**src/rtl/ysyx_23060136_wbu_writeback_if.sv**
```systemverilog
// MEM -> WB handshake bundle: one retiring instruction offered with valid/ready.
// The MEM stage is the master; the writeback slot is the slave.
interface ysyx_23060136_wbu_writeback_if #(
   parameter int XLEN   = 64,
   parameter int GPR_AW = 5,
   parameter int CSR_AW = 12
);
   logic              valid;
   logic              ready;
   logic [XLEN-1:0]   pc;
   logic [31:0]       inst;
   logic              commit;
   logic [GPR_AW-1:0] rd;
   logic              write_gpr;
   logic              mem_to_reg;
   logic [XLEN-1:0]   alu_res;
   logic [XLEN-1:0]   mem_rdata;
   logic [CSR_AW-1:0] csr_rd_1;
   logic [CSR_AW-1:0] csr_rd_2;
   logic              wr_csr_1;
   logic              wr_csr_2;
   logic [XLEN-1:0]   csr_data_1;
   logic [XLEN-1:0]   csr_data_2;
   logic              halt;
   logic [XLEN-1:0]   a0;

   modport master (
      output valid, pc, inst, commit, rd, write_gpr, mem_to_reg, alu_res, mem_rdata,
             csr_rd_1, csr_rd_2, wr_csr_1, wr_csr_2, csr_data_1, csr_data_2, halt, a0,
      input  ready
   );

   modport slave (
      input  valid, pc, inst, commit, rd, write_gpr, mem_to_reg, alu_res, mem_rdata,
             csr_rd_1, csr_rd_2, wr_csr_1, wr_csr_2, csr_data_1, csr_data_2, halt, a0,
      output ready
   );
endinterface

```
**src/rtl/ysyx_23060136_wbu_writeback.sv**
```systemverilog
// Writeback stage: one-entry retire slot driving GPR/CSR write ports, the retired
// instruction counter and the ebreak halt state machine.
module ysyx_23060136_wbu_writeback #(
   parameter int XLEN   = 64,
   parameter int GPR_AW = 5,
   parameter int CSR_AW = 12
) (
   input  logic                         clk,
   input  logic                         rst,
   ysyx_23060136_wbu_writeback_if.slave mem,
   output logic [GPR_AW-1:0]            WB_o_rd,
   output logic                         WB_o_RegWr,
   output logic [XLEN-1:0]              WB_o_rf_busW,
   output logic [CSR_AW-1:0]            WB_o_csr_rd_1,
   output logic [CSR_AW-1:0]            WB_o_csr_rd_2,
   output logic                         WB_o_CSRWr_1,
   output logic                         WB_o_CSRWr_2,
   output logic [XLEN-1:0]              WB_o_csr_busW_1,
   output logic [XLEN-1:0]              WB_o_csr_busW_2,
   output logic                         WB_o_retire,
   output logic [XLEN-1:0]              WB_o_retire_pc,
   output logic [63:0]                  WB_o_instret,
   output logic                         WB_o_halted,
   output logic [XLEN-1:0]              WB_o_halt_code
);

   typedef enum logic [1:0] {RUN, HALT_DRAIN, HALTED} state_t;

   typedef struct packed {
      logic              valid;
      logic              commit;
      logic              halt;
      logic              write_gpr;
      logic              mem_to_reg;
      logic              wr_csr_1;
      logic              wr_csr_2;
      logic [GPR_AW-1:0] rd;
      logic [CSR_AW-1:0] csr_rd_1;
      logic [CSR_AW-1:0] csr_rd_2;
      logic [XLEN-1:0]   pc;
      logic [XLEN-1:0]   alu_res;
      logic [XLEN-1:0]   mem_rdata;
      logic [XLEN-1:0]   csr_data_1;
      logic [XLEN-1:0]   csr_data_2;
      logic [XLEN-1:0]   a0;
   } slot_t;

   state_t          state_q, state_d;
   slot_t           slot_q, slot_in;
   logic            transfer;
   logic            live;
   logic            halt_fire;
   logic [63:0]     instret_q;
   logic [XLEN-1:0] halt_code_q;

   // The instruction word travels with the bundle for tracing only.
   logic unused_inst;
   assign unused_inst = ^mem.inst;

   always_comb begin
      slot_in            = '0;
      slot_in.valid      = 1'b1;
      slot_in.commit     = mem.commit;
      slot_in.halt       = mem.halt;
      slot_in.write_gpr  = mem.write_gpr;
      slot_in.mem_to_reg = mem.mem_to_reg;
      slot_in.wr_csr_1   = mem.wr_csr_1;
      slot_in.wr_csr_2   = mem.wr_csr_2;
      slot_in.rd         = mem.rd;
      slot_in.csr_rd_1   = mem.csr_rd_1;
      slot_in.csr_rd_2   = mem.csr_rd_2;
      slot_in.pc         = mem.pc;
      slot_in.alu_res    = mem.alu_res;
      slot_in.mem_rdata  = mem.mem_rdata;
      slot_in.csr_data_1 = mem.csr_data_1;
      slot_in.csr_data_2 = mem.csr_data_2;
      slot_in.a0         = mem.a0;
   end

   // A held ebreak blocks intake so nothing younger slips in behind it.
   assign mem.ready = (state_q == RUN) && !(slot_q.valid && slot_q.halt);
   assign transfer  = mem.valid && mem.ready;
   assign live      = slot_q.valid && slot_q.commit;
   assign halt_fire = (state_q == RUN) && live && slot_q.halt;

   always_comb begin
      state_d = state_q;
      unique case (state_q)
         RUN:        if (halt_fire) state_d = HALT_DRAIN;
         HALT_DRAIN: state_d = HALTED;
         HALTED:     state_d = HALTED;
         default:    state_d = RUN;
      endcase
   end

   always_ff @(posedge clk) begin
      // NOTE: state is updated with non-blocking assignments so every register samples
      // pre-edge values; blocking here would let later statements see post-edge values.
      if (!rst) begin
         state_q     <= RUN;
         // NOTE: slot payload is reset too, because the index/data outputs are read
         // straight from it and must show zero after reset.
         slot_q      <= '0;
         instret_q   <= '0;
         halt_code_q <= '0;
      end else begin
         state_q <= state_d;
         slot_q  <= transfer ? slot_in : '0;
         if (live)      instret_q   <= instret_q + 64'd1;
         if (halt_fire) halt_code_q <= slot_q.a0;
      end
   end

   assign WB_o_rd         = slot_q.rd;
   assign WB_o_RegWr      = live && slot_q.write_gpr && (slot_q.rd != '0);
   assign WB_o_rf_busW    = slot_q.mem_to_reg ? slot_q.mem_rdata : slot_q.alu_res;
   assign WB_o_csr_rd_1   = slot_q.csr_rd_1;
   assign WB_o_csr_rd_2   = slot_q.csr_rd_2;
   assign WB_o_CSRWr_1    = live && slot_q.wr_csr_1;
   assign WB_o_CSRWr_2    = live && slot_q.wr_csr_2;
   assign WB_o_csr_busW_1 = slot_q.csr_data_1;
   assign WB_o_csr_busW_2 = slot_q.csr_data_2;
   assign WB_o_retire     = live;
   assign WB_o_retire_pc  = slot_q.pc;
   assign WB_o_instret    = instret_q;
   assign WB_o_halted     = (state_q == HALTED);
   assign WB_o_halt_code  = halt_code_q;

endmodule

```
**src/flat_wrapper.sv**
```systemverilog
// flat-port wrapper written by rule: the top's interface ports become plain ports
module ysyx_23060136_wbu_writeback_flat 
#(
   parameter int XLEN   = 64,
   parameter int GPR_AW = 5,
   parameter int CSR_AW = 12
)
  (clk, rst, WB_o_rd, WB_o_RegWr, WB_o_rf_busW, WB_o_csr_rd_1, WB_o_csr_rd_2, WB_o_CSRWr_1, WB_o_CSRWr_2, WB_o_csr_busW_1, WB_o_csr_busW_2, WB_o_retire, WB_o_retire_pc, WB_o_instret, WB_o_halted, WB_o_halt_code, mem_valid, mem_pc, mem_inst, mem_commit, mem_rd, mem_write_gpr, mem_mem_to_reg, mem_alu_res, mem_mem_rdata, mem_csr_rd_1, mem_csr_rd_2, mem_wr_csr_1, mem_wr_csr_2, mem_csr_data_1, mem_csr_data_2, mem_halt, mem_a0, mem_ready);
  ysyx_23060136_wbu_writeback_if #(.XLEN(XLEN), .GPR_AW(GPR_AW), .CSR_AW(CSR_AW)) mem_i ();
  input  logic clk;
  input  logic rst;
  output logic [GPR_AW-1:0] WB_o_rd;
  output logic WB_o_RegWr;
  output logic [XLEN-1:0] WB_o_rf_busW;
  output logic [CSR_AW-1:0] WB_o_csr_rd_1;
  output logic [CSR_AW-1:0] WB_o_csr_rd_2;
  output logic WB_o_CSRWr_1;
  output logic WB_o_CSRWr_2;
  output logic [XLEN-1:0] WB_o_csr_busW_1;
  output logic [XLEN-1:0] WB_o_csr_busW_2;
  output logic WB_o_retire;
  output logic [XLEN-1:0] WB_o_retire_pc;
  output logic [63:0] WB_o_instret;
  output logic WB_o_halted;
  output logic [XLEN-1:0] WB_o_halt_code;
  input wire logic [$bits(mem_i.valid)-1:0] mem_valid;
  input wire logic [$bits(mem_i.pc)-1:0] mem_pc;
  input wire logic [$bits(mem_i.inst)-1:0] mem_inst;
  input wire logic [$bits(mem_i.commit)-1:0] mem_commit;
  input wire logic [$bits(mem_i.rd)-1:0] mem_rd;
  input wire logic [$bits(mem_i.write_gpr)-1:0] mem_write_gpr;
  input wire logic [$bits(mem_i.mem_to_reg)-1:0] mem_mem_to_reg;
  input wire logic [$bits(mem_i.alu_res)-1:0] mem_alu_res;
  input wire logic [$bits(mem_i.mem_rdata)-1:0] mem_mem_rdata;
  input wire logic [$bits(mem_i.csr_rd_1)-1:0] mem_csr_rd_1;
  input wire logic [$bits(mem_i.csr_rd_2)-1:0] mem_csr_rd_2;
  input wire logic [$bits(mem_i.wr_csr_1)-1:0] mem_wr_csr_1;
  input wire logic [$bits(mem_i.wr_csr_2)-1:0] mem_wr_csr_2;
  input wire logic [$bits(mem_i.csr_data_1)-1:0] mem_csr_data_1;
  input wire logic [$bits(mem_i.csr_data_2)-1:0] mem_csr_data_2;
  input wire logic [$bits(mem_i.halt)-1:0] mem_halt;
  input wire logic [$bits(mem_i.a0)-1:0] mem_a0;
  output wire logic [$bits(mem_i.ready)-1:0] mem_ready;
  assign mem_i.valid = mem_valid;
  assign mem_i.pc = mem_pc;
  assign mem_i.inst = mem_inst;
  assign mem_i.commit = mem_commit;
  assign mem_i.rd = mem_rd;
  assign mem_i.write_gpr = mem_write_gpr;
  assign mem_i.mem_to_reg = mem_mem_to_reg;
  assign mem_i.alu_res = mem_alu_res;
  assign mem_i.mem_rdata = mem_mem_rdata;
  assign mem_i.csr_rd_1 = mem_csr_rd_1;
  assign mem_i.csr_rd_2 = mem_csr_rd_2;
  assign mem_i.wr_csr_1 = mem_wr_csr_1;
  assign mem_i.wr_csr_2 = mem_wr_csr_2;
  assign mem_i.csr_data_1 = mem_csr_data_1;
  assign mem_i.csr_data_2 = mem_csr_data_2;
  assign mem_i.halt = mem_halt;
  assign mem_i.a0 = mem_a0;
  assign mem_ready = mem_i.ready;
  ysyx_23060136_wbu_writeback #(.XLEN(XLEN), .GPR_AW(GPR_AW), .CSR_AW(CSR_AW)) u_core (.clk(clk), .rst(rst), .mem(mem_i), .WB_o_rd(WB_o_rd), .WB_o_RegWr(WB_o_RegWr), .WB_o_rf_busW(WB_o_rf_busW), .WB_o_csr_rd_1(WB_o_csr_rd_1), .WB_o_csr_rd_2(WB_o_csr_rd_2), .WB_o_CSRWr_1(WB_o_CSRWr_1), .WB_o_CSRWr_2(WB_o_CSRWr_2), .WB_o_csr_busW_1(WB_o_csr_busW_1), .WB_o_csr_busW_2(WB_o_csr_busW_2), .WB_o_retire(WB_o_retire), .WB_o_retire_pc(WB_o_retire_pc), .WB_o_instret(WB_o_instret), .WB_o_halted(WB_o_halted), .WB_o_halt_code(WB_o_halt_code));
endmodule
```
**config.mk**
```make
export PLATFORM = sky130hd
export DESIGN_NAME = ysyx_23060136_wbu_writeback_flat
export DESIGN_NICKNAME = d
export VERILOG_FILES = /design/src/rtl/ysyx_23060136_wbu_writeback_if.sv /design/src/rtl/ysyx_23060136_wbu_writeback.sv /design/src/flat_wrapper.sv
export SDC_FILE = /design/constraint.sdc
export NUM_CORES = 1
export LEC_CHECK = 0
export ABC_AREA = 1
export BUFFER_PORTS_ARGS = -buffer_cell sky130_fd_sc_hd__buf_2
export CORE_AREA = 2 2 343 345
export DETAILED_ROUTE_END_ITERATION = 16
export DIE_AREA = 0 0 345 347
export MAX_ROUTING_LAYER = met4
export PLACE_DENSITY = 0.41
export SLEW_MARGIN = 20
export SYNTH_ARGS = -nofsm -noshare
export SYNTH_HDL_FRONTEND = slang
export SYNTH_SLANG_ARGS = --single-unit
```
**constraint.sdc**
```tcl
create_clock -name clk -period 2.1 [get_ports clk]
set_input_delay 0.525 -clock clk [delete_from_list [all_inputs] [get_ports clk]]
set_output_delay 0.525 -clock clk [all_outputs]
set_load 0.005 [all_outputs]
```
==> results.sh, run 1 <==
export IMPL_status="finished, violations left"
export IMPL_violations="negative setup slack"
export IMPL_syn_area_um2=20300
export IMPL_clockBufferDepth=3
export IMPL_cts_inserted_buffers=69
export IMPL_dp_hpwl_um=55800
export IMPL_ant_nets=0
export IMPL_leakage_nw=14.7
export IMPL_clkLatencyLatePin_ps=620
export IMPL_seqPwrFrac_pct=43.0
export IMPL_crit_path_end_kind="primary output"
export IMPL_vias=16600
export IMPL_fmax_mhz=417
export IMPL_antenna_found_initial=14
export IMPL_num_fill_cells=13000
export IMPL_yosysSeqAreaShare_pct=54.2
export IMPL_worstPathCellList="or3_4, o311ai_2, buf_4, inv_2, buf_6"
export IMPL_worstMarginPinSlew_ps=559
export IMPL_synth_nets=2983
export IMPL_coreArea_um2=116000
export IMPL_grt_max_degree=105
export IMPL_wl_per_cell_um=15.3
export IMPL_ios=873
export IMPL_synth_area_per_cell_um2=8.04
export IMPL_maxCapViolations=0
export IMPL_dieHeight_um=347
export IMPL_ctsHtreeMaxLevel=3
export IMPL_crit_arrival_ps=1880
export IMPL_crit_slowest_cell="or3_4"
export IMPL_clock_sink_count=550
export IMPL_fin_hold_ws_ps=114
export IMPL_die_w_um=345
export IMPL_dieArea_um2=120000
export IMPL_max_stage_delay_ps=420
export IMPL_drtPass1Iterations=5
export IMPL_holdBufCountCts=0
export IMPL_combPwrFrac_pct=9.1
export IMPL_grt_pass1_vias=16500
export IMPL_cts_clk_slew_worst_paths_ps=60
export IMPL_grt_pass1_wl_um=106000
export IMPL_ys_types=36
export IMPL_final_nets=3660
export IMPL_grt_setup_unrepaired="yes"
export IMPL_cts_root_buf="clkbuf_16"
export IMPL_start_util_pct=17.5
export IMPL_peakVddDrop_mv=0.554
export IMPL_worstHoldPathType="primary input to register"
export IMPL_final_area_um2=28400
export IMPL_grtUsageTotal_pct=12.2
export IMPL_power_frac_clock_pct=47.9
export IMPL_hold_viol_final=0
export IMPL_crit_path_max_fanout=2
export IMPL_setup_viol=65
export IMPL_cts_tree="done"
export IMPL_skew_ps=40.1
export IMPL_required_ps=1570
export IMPL_relSlewSlack_pct=62.7
export IMPL_avgViaCountPerCell=3.46
export IMPL_start_kind="register"
export IMPL_ys_ff_latch=550
export IMPL_post_route_min_period_ps=2400
export IMPL_row_count=125
export IMPL_area_growth_pct=39.7
export IMPL_grt_ovfl_total=0
export IMPL_syn_inst=2525
export IMPL_routed_wl_um=73400
export IMPL_gp_congestion=0.897
export IMPL_drv_slew=0
export IMPL_finalCritPeriodShare_pct=114
export IMPL_postPlaceCellArea_um2=24900
export IMPL_critPathKind="register to primary output"
export IMPL_yosysWarnings=0
export IMPL_drc=0
export IMPL_drive_gt1_share_pct=34.9
export IMPL_finalWorstSetupSlack_ps=-300
export IMPL_internal_power_w=0.0197
export IMPL_drt_iter0_drc=587
export IMPL_io_buffer_count=840
export IMPL_sw_frac_of_total_pct=23.9
export IMPL_pwr_density_cell_nw_per_um2=911
export IMPL_power_switching_w=0.00618
==> path summary, 6_finish.rpt <==
| path | slack [ps] | end | startpoint | cells past startpoint |
|---|---|---|---|---|
| worst min-delay path | 110 | u_core.WB_o_retire_pc[3]$_SDFF_PN0_ | mem_pc[3] | 3 |
| worst max register to register | 240 | u_core.WB_o_instret[49]$_SDFFE_PN0N_ | u_core.WB_o_instret[19]$_SDFFE_PN0N_ | 9 |
| worst max-delay path | -300 | WB_o_RegWr | u_core.WB_o_rd[2]$_SDFF_PN0_ | 5 |
| worst min register to register | 460 | u_core.WB_o_halt_code[60]$_SDFFE_PN0P_ | u_core.slot_q[60]$_SDFF_PN0_ | 2 |
==> synth_stat cells <==
| library cell | n | area [µm²] |
|---|---|---|
| clkbuf_1 | 22 | 82.6 |
| nor2_4 | 8 | 90.1 |
| and3_1 | 2 | 12.5 |
| o21bai_1 | 2 | 15.0 |
| a211oi_1 | 1 | 7.51 |
| nor3_1 | 10 | 50.1 |
| xor2_1 | 5 | 43.8 |
| buf_6 | 1 | 11.3 |
| buf_1 | 9 | 33.8 |
| nand2_1 | 165 | 619 |
| inv_2 | 8 | 30.0 |
| nand2_2 | 5 | 31.3 |
| mux2_2 | 64 | 721 |
| buf_2 | 50 | 250 |
| o311ai_0 | 1 | 8.76 |
| xnor2_1 | 4 | 35.0 |
| o21ai_1 | 2 | 10.0 |
| nor3b_1 | 3 | 22.5 |
| a21oi_1 | 30 | 150 |
| and2_1 | 1 | 6.26 |
| o21ai_0 | 83 | 415 |
| clkinv_1 | 1 | 3.75 |
| nand4_1 | 16 | 100 |
| nor4_1 | 1 | 6.26 |
| nand3b_1 | 1 | 7.51 |
| ha_1 | 4 | 50.1 |
| nand3_2 | 1 | 10.0 |
| inv_1 | 495 | 1860 |
| nor2_1 | 691 | 2590 |
| buf_4 | 221 | 1660 |
| a21boi_1 | 1 | 7.51 |
| nor2_2 | 12 | 75.1 |
| o21a_1 | 2 | 15.0 |
| nand3_1 | 52 | 260 |
| or3_1 | 1 | 6.26 |
| dfxtp_1 | 550 | 11000 |
==> per-layer routing <==
metal	wire length, µm	vias up	GRT usage, %	share of wire, %
met1	29300	7484	13.4	40
met2	37600	423	21.1	51
li1	-	8549	-	-
met5	0	-	-	0
met4	2130	0	4.68	2.9
met3	4270	112	3.13	5.8
==> worst max-delay path, delay by kind of cell (launching register included) <==
family / cells / cell delay (ps)
AO/OA/AOI/OAI: 1 / 220
buffers and inverters: 3 / 310
flip-flops: 1 / 310
AND/OR/NAND/NOR: 1 / 420
==> placed cells by master (no fill, tap or decap), types with 14 or more instances in the layout <==
cell	n
clkbuf_16	75
nand4_1	16
buf_12	14
nand2_1	165
nor2_1	691
buf_6	70
mux2_4	64
nand3_1	50
a21oi_1	30
buf_2	774
inv_1	492
buf_4	43
clkbuf_8	17
dfxtp_1	546
o21ai_0	83
==> through the flow <==
stage                     std cells  setup TNS (ps)  power [W]  util [%]  worst slack, ps
final                          4794          -12240     0.0259      24.5             -300
after global routing           4793          -18630     0.0270      24.5             -404
after CTS                      4778          -19400     0.0264      24.4             -399
after detailed placement       4637               0     0.0134      21.5              150
after global placement         4637               0     0.0134      21.5              152
after floorplan                2525               0     0.0125         -              417
==> cell type report <==
class	instances	area, µm²	share of cell area (%)
Timing Repair Buffer	909	5470	19.3
Inverter	504	1900	6.69
Sequential cell	550	11000	38.8
Antenna cell	12	30.0	0.106
Tap cell	1524	1910	6.72
Multi-Input combinational cell	1168	5660	20.0
Clock inverter	27	313	1.10
Clock buffer	100	2080	7.32
==> registers in the layout (all words and copies together), names as in the netlist <==
| register | flops |
|---|---|
| u_core.WB_o_csr_busW_2 | 64 |
| u_core.WB_o_csr_rd_2 | 12 |
| u_core.state_q | 2 |
| u_core.WB_o_halt_code | 64 |
| u_core.WB_o_instret | 64 |
| u_core.WB_o_retire_pc | 64 |
| u_core.WB_o_rd | 5 |
| u_core.WB_o_csr_busW_1 | 64 |
| u_core.slot_q | 199 |
| u_core.WB_o_csr_rd_1 | 12 |
==> power by group through the flow <==
stage	registers, W	logic (W)	clock network [W]
2_1_floorplan	0.0113	0.00124	0
3_3_place_gp	0.0113	0.00208	0
3_5_place_dp	0.0113	0.00208	0
4_1_cts	0.0111	0.00239	0.0129
5_1_grt	0.0112	0.00261	0.0133
6_report	0.0111	0.00235	0.0124
==> kinds of logic (layout without fill, tap and decap cells) <==
logic type,count (synthesis),count (layout),share of synthesized area (%)
AOI/OAI and AO/OA,122,122,3.10
adders and majority gates,4,4,0.246
muxes,64,64,3.55
other,0,12,0
xor gates and xnor gates,9,9,0.388
DFF,550,550,54.2
and+or+nand+nor,969,969,19.2
buffers and inverters,807,1540,19.3
==> repair_timing <==
action                                  in CTS  in global routing
resized for setup                          152                 22
gates cloned                                 6                  3
setup buffers                                8                  6
endpoints found under the setup margin      67                 69
pin swaps                                    2                  0
Note: power is estimated with default switching activity, not from simulation.
==> run 2, diff against run 1 <==
Settings changed: ABC_AREA 1 to 0, CORE_AREA 2 2 343 345 to 2 2 335 337, DIE_AREA 0 0 345 347 to 0 0 337 339.
==> run 2 against run 1 <==
  * The run still ends with negative setup slack left
  * Hold slack got worse by 14 ps
  * Critical path type unchanged
  * Critical path depth decreased by 2
  * Non-clock buffer count increased by 71
  * Count of clock-buffer cells in the layout decreased by 3
  * Global-route usage down 0.37 points
  * First-iteration DRC count decreased by 32%
  * Combinational power shrank 5%
  * Setup slack better by 62 ps
  * Fmax is 2.7% higher
  * Final area down 2.5%
  * Cell count is 14% lower
==> results.sh, run 2 <==
export IMPL_status="finished, violations left"
export IMPL_violations="negative setup slack"
export IMPL_area_growth_pct=46.2
export IMPL_cts_inserted_buffers=69
export IMPL_pwr_density_cell_nw_per_um2=916
export IMPL_grt_ovfl_total=0
export IMPL_routed_wl_um=69600
export IMPL_max_stage_delay_ps=370
export IMPL_dp_hpwl_um=52300
export IMPL_syn_inst=1840
export IMPL_dieHeight_um=339
export IMPL_vias=14400
export IMPL_maxCapViolations=0
export IMPL_setup_tns_ps=-11600
export IMPL_grt_max_degree=71
export IMPL_final_cell_mix="776 x buf_2, 528 x dfxtp_1, 420 x and2_1"
export IMPL_setup_viol=72
export IMPL_start_kind="register"
export IMPL_seqPwrFrac_pct=43.9
export IMPL_rr_endpoint="u_core.WB_o_instret[39]$_SDFFE_PN0N_"
export IMPL_crit_path_start="u_core.WB_o_rd[0]$_SDFF_PN0_"
export IMPL_coreArea_um2=110000
export IMPL_drv_slew=0
export IMPL_synth_main_ff_cell="dfxtp_1"
export IMPL_required_ps=1570
export IMPL_skew_ps=29.8
export IMPL_row_count=122
export IMPL_syn_area_um2=18900
export IMPL_antenna_found_initial=21
export IMPL_drc=0
export IMPL_ctsHtreeMaxLevel=3
export IMPL_grt_pass1_wl_um=96000
export IMPL_start_util_pct=17.1
export IMPL_power_frac_clock_pct=47.2
export IMPL_largest_reg_flops=199
export IMPL_finalWorstSetupSlack_ps=-238
export IMPL_clock_sink_count=550
export IMPL_wl_per_cell_um=16.8
export IMPL_ios=873
export IMPL_avgViaCountPerCell=3.48
export IMPL_drt_iter0_drc=400
export IMPL_ys_ff_latch=550
export IMPL_gp_congestion=0.828
export IMPL_final_nets=3037
export IMPL_post_route_min_period_ps=2340
export IMPL_internal_power_w=0.0194
export IMPL_combPwrFrac_pct=8.8
export IMPL_peakVddDrop_mv=0.469
export IMPL_layout_commonest_cell="buf_2"
export IMPL_cts_tree="done"
export IMPL_grtUsageTotal_pct=11.8
export IMPL_clockBufferDepth=3
export IMPL_crit_path_max_fanout=2
export IMPL_leakage_nw=12.6
export IMPL_grt_pass1_vias=14500
export IMPL_synth_edf_count=0
export IMPL_async_flop_share_pct=0
export IMPL_drive_gt1_share_pct=46.2
export IMPL_ant_nets=0
export IMPL_yosys_area_top_type_share_pct=58.2
export IMPL_synth_area_per_cell_um2=10.3
export IMPL_synth_nets=2298
export IMPL_r2r_cells=7
export IMPL_clkLatencyLatePin_ps=620
export IMPL_yosysSeqAreaShare_pct=58.2
export IMPL_die_w_um=337
export IMPL_synth_top_area_cell="dfxtp_1"
export IMPL_synth_area_leaders="dfxtp_1 58%, and2_1 14%, buf_4 8.8%"
export IMPL_relSlewSlack_pct=67.7
export IMPL_crit_arrival_ps=1810
export IMPL_synth_common_cells="550 x dfxtp_1, 421 x and2_1, 221 x buf_4"
export IMPL_power_switching_w=0.00592
export IMPL_dieArea_um2=114000
export IMPL_cts_root_buf="clkbuf_16"
export IMPL_path_depth=3
export IMPL_top_register="u_core.slot_q"
export IMPL_worstHoldPathType="primary input to register"
export IMPL_finalCritPeriodShare_pct=111
export IMPL_hold_viol_final=0
export IMPL_yosysWarnings=0
export IMPL_critPathBufInv=1
export IMPL_cts_clk_slew_worst_paths_ps=60
export IMPL_fin_hold_ws_ps=100
export IMPL_worstMarginPinSlew_ps=480
export IMPL_path_delay_family="compound AO/OA/AOI/OAI gates"
export IMPL_sw_frac_of_total_pct=23.4
export IMPL_worstPathCellList="or3_4, o311a_4, buf_6"
export IMPL_crit_path_end_kind="primary output"
export IMPL_regToRegSetupSlack_ps=-100
export IMPL_ys_types=34
export IMPL_fmax_mhz=428
export IMPL_critPathKind="register to primary output"
export IMPL_grt_setup_unrepaired="yes"
export IMPL_crit_slowest_cell="o311a_4"
export IMPL_synth_most_common_cell="dfxtp_1"
export IMPL_drtPass1Iterations=4
export IMPL_holdBufCountCts=0
export IMPL_endpoint="WB_o_RegWr"
export IMPL_reg2reg_from="u_core.WB_o_instret[10]$_SDFFE_PN0N_"
export IMPL_io_buffer_count=840
run 2: cell count changes in the layout (fill, tap and decap cells not counted), moves of 11 or more:
cell,delta
nor2_1,-655
inv_1,-483
and2_1,+419
a21oi_1,+62
buf_4,+62
o21ai_0,-61
nand3_1,-28
or3_1,+22
dfxtp_1,-18
xnor2_1,+15
nand2_1,-13
nor2_2,-12
dfxtp_2,+11
run 2: per-layer routing:
| layer | share of wire (%) | track usage [%] | up-vias |
|---|---|---|---|
| met5 | 0 | - | - |
| met4 | 2.4 | 3.89 | 0 |
| met3 | 11 | 5.35 | 106 |
| met2 | 47 | 19.2 | 558 |
| met1 | 39 | 12.7 | 6534 |
| li1 | - | - | 7186 |
run 2: area by class of cell:
cell class / count / area [µm²]
clock buffer: 97 / 1960
antenna: 15 / 37.5
clock inverter: 27 / 320
timing repair buffer: 980 / 6040
fill: 12200 / 82700
inverter: 12 / 47.5
multi-input combinational: 966 / 6320
sequential: 550 / 11100
tap: 1488 / 1860
run 2: metrics by stage:
stage / cell area (µm²) / utilization (%) / worst slack (ps) / instances / power [W]
detailed placement: 24000 / 21.7 / -228 / 3960 / 0.0133
CTS: 27000 / 24.4 / -344 / 4102 / 0.0259
global placement: 24000 / 21.7 / -226 / 3960 / 0.0133
floorplan: 19000 / - / -181 / 1840 / 0.0124
global route: 27600 / 25.1 / -327 / 4133 / 0.0266
finish: 27700 / 25.1 / -238 / 4135 / 0.0253
run 2: logic make-up after synthesis:
kind of cell             synth area share, %
AO/OA/AOI/OAI                           3.62
XOR/XNOR                                1.43
adder cells (fa/ha/maj)                0.265
buffers and inverters                   10.8
flip-flops                              58.2
multiplexers                            3.86
AND/OR/NAND/NOR                         21.8
run 2: worst min path at each step:
stage	startpoint	cells after the start	end	slack, ps
after floorplan	u_core.slot_q[0]$_SDFF_PN0_	2	u_core.WB_o_halt_code[0]$_SDFFE_PN0P_	420
after global placement	u_core.slot_q[57]$_SDFF_PN0_	2	u_core.WB_o_halt_code[57]$_SDFFE_PN0P_	420
after detailed placement	u_core.slot_q[54]$_SDFF_PN0_	2	u_core.WB_o_halt_code[54]$_SDFFE_PN0P_	430
after CTS	mem_pc[17]	2	u_core.WB_o_retire_pc[17]$_SDFF_PN0_	20
after global routing	mem_a0[54]	2	u_core.slot_q[54]$_SDFF_PN0_	50
final	mem_csr_rd_2[10]	2	u_core.WB_o_csr_rd_2[10]$_SDFF_PN0_	100
run 2: what timing repair did:
| action | CTS | global route |
|---|---|---|
| gates resized for setup | 106 | 94 |
| buffers inserted | 17 | 12 |
| setup endpoints to repair | 76 | 89 |
| cloned | 2 | 9 |
| pin swaps | 8 | 11 |
run 2: power by group through the flow:
stage,clock network [W],registers [W],logic [W]
final,0.0120,0.0111,0.00223
after CTS,0.0126,0.0111,0.00216
after global routing,0.0129,0.0112,0.00246
after global placement,0,0.0114,0.00195
after detailed placement,0,0.0114,0.00195
after floorplan,0,0.0113,0.00112
run 2: worst reg2reg max path, cell delays in order, from the launching register on:
cell	delay (ps)
dfxtp_2	320
nand4_1	150
or4_4	600
buf_4	180
or4b_4	550
buf_6	140
xor2_1	120
nor2_1	50
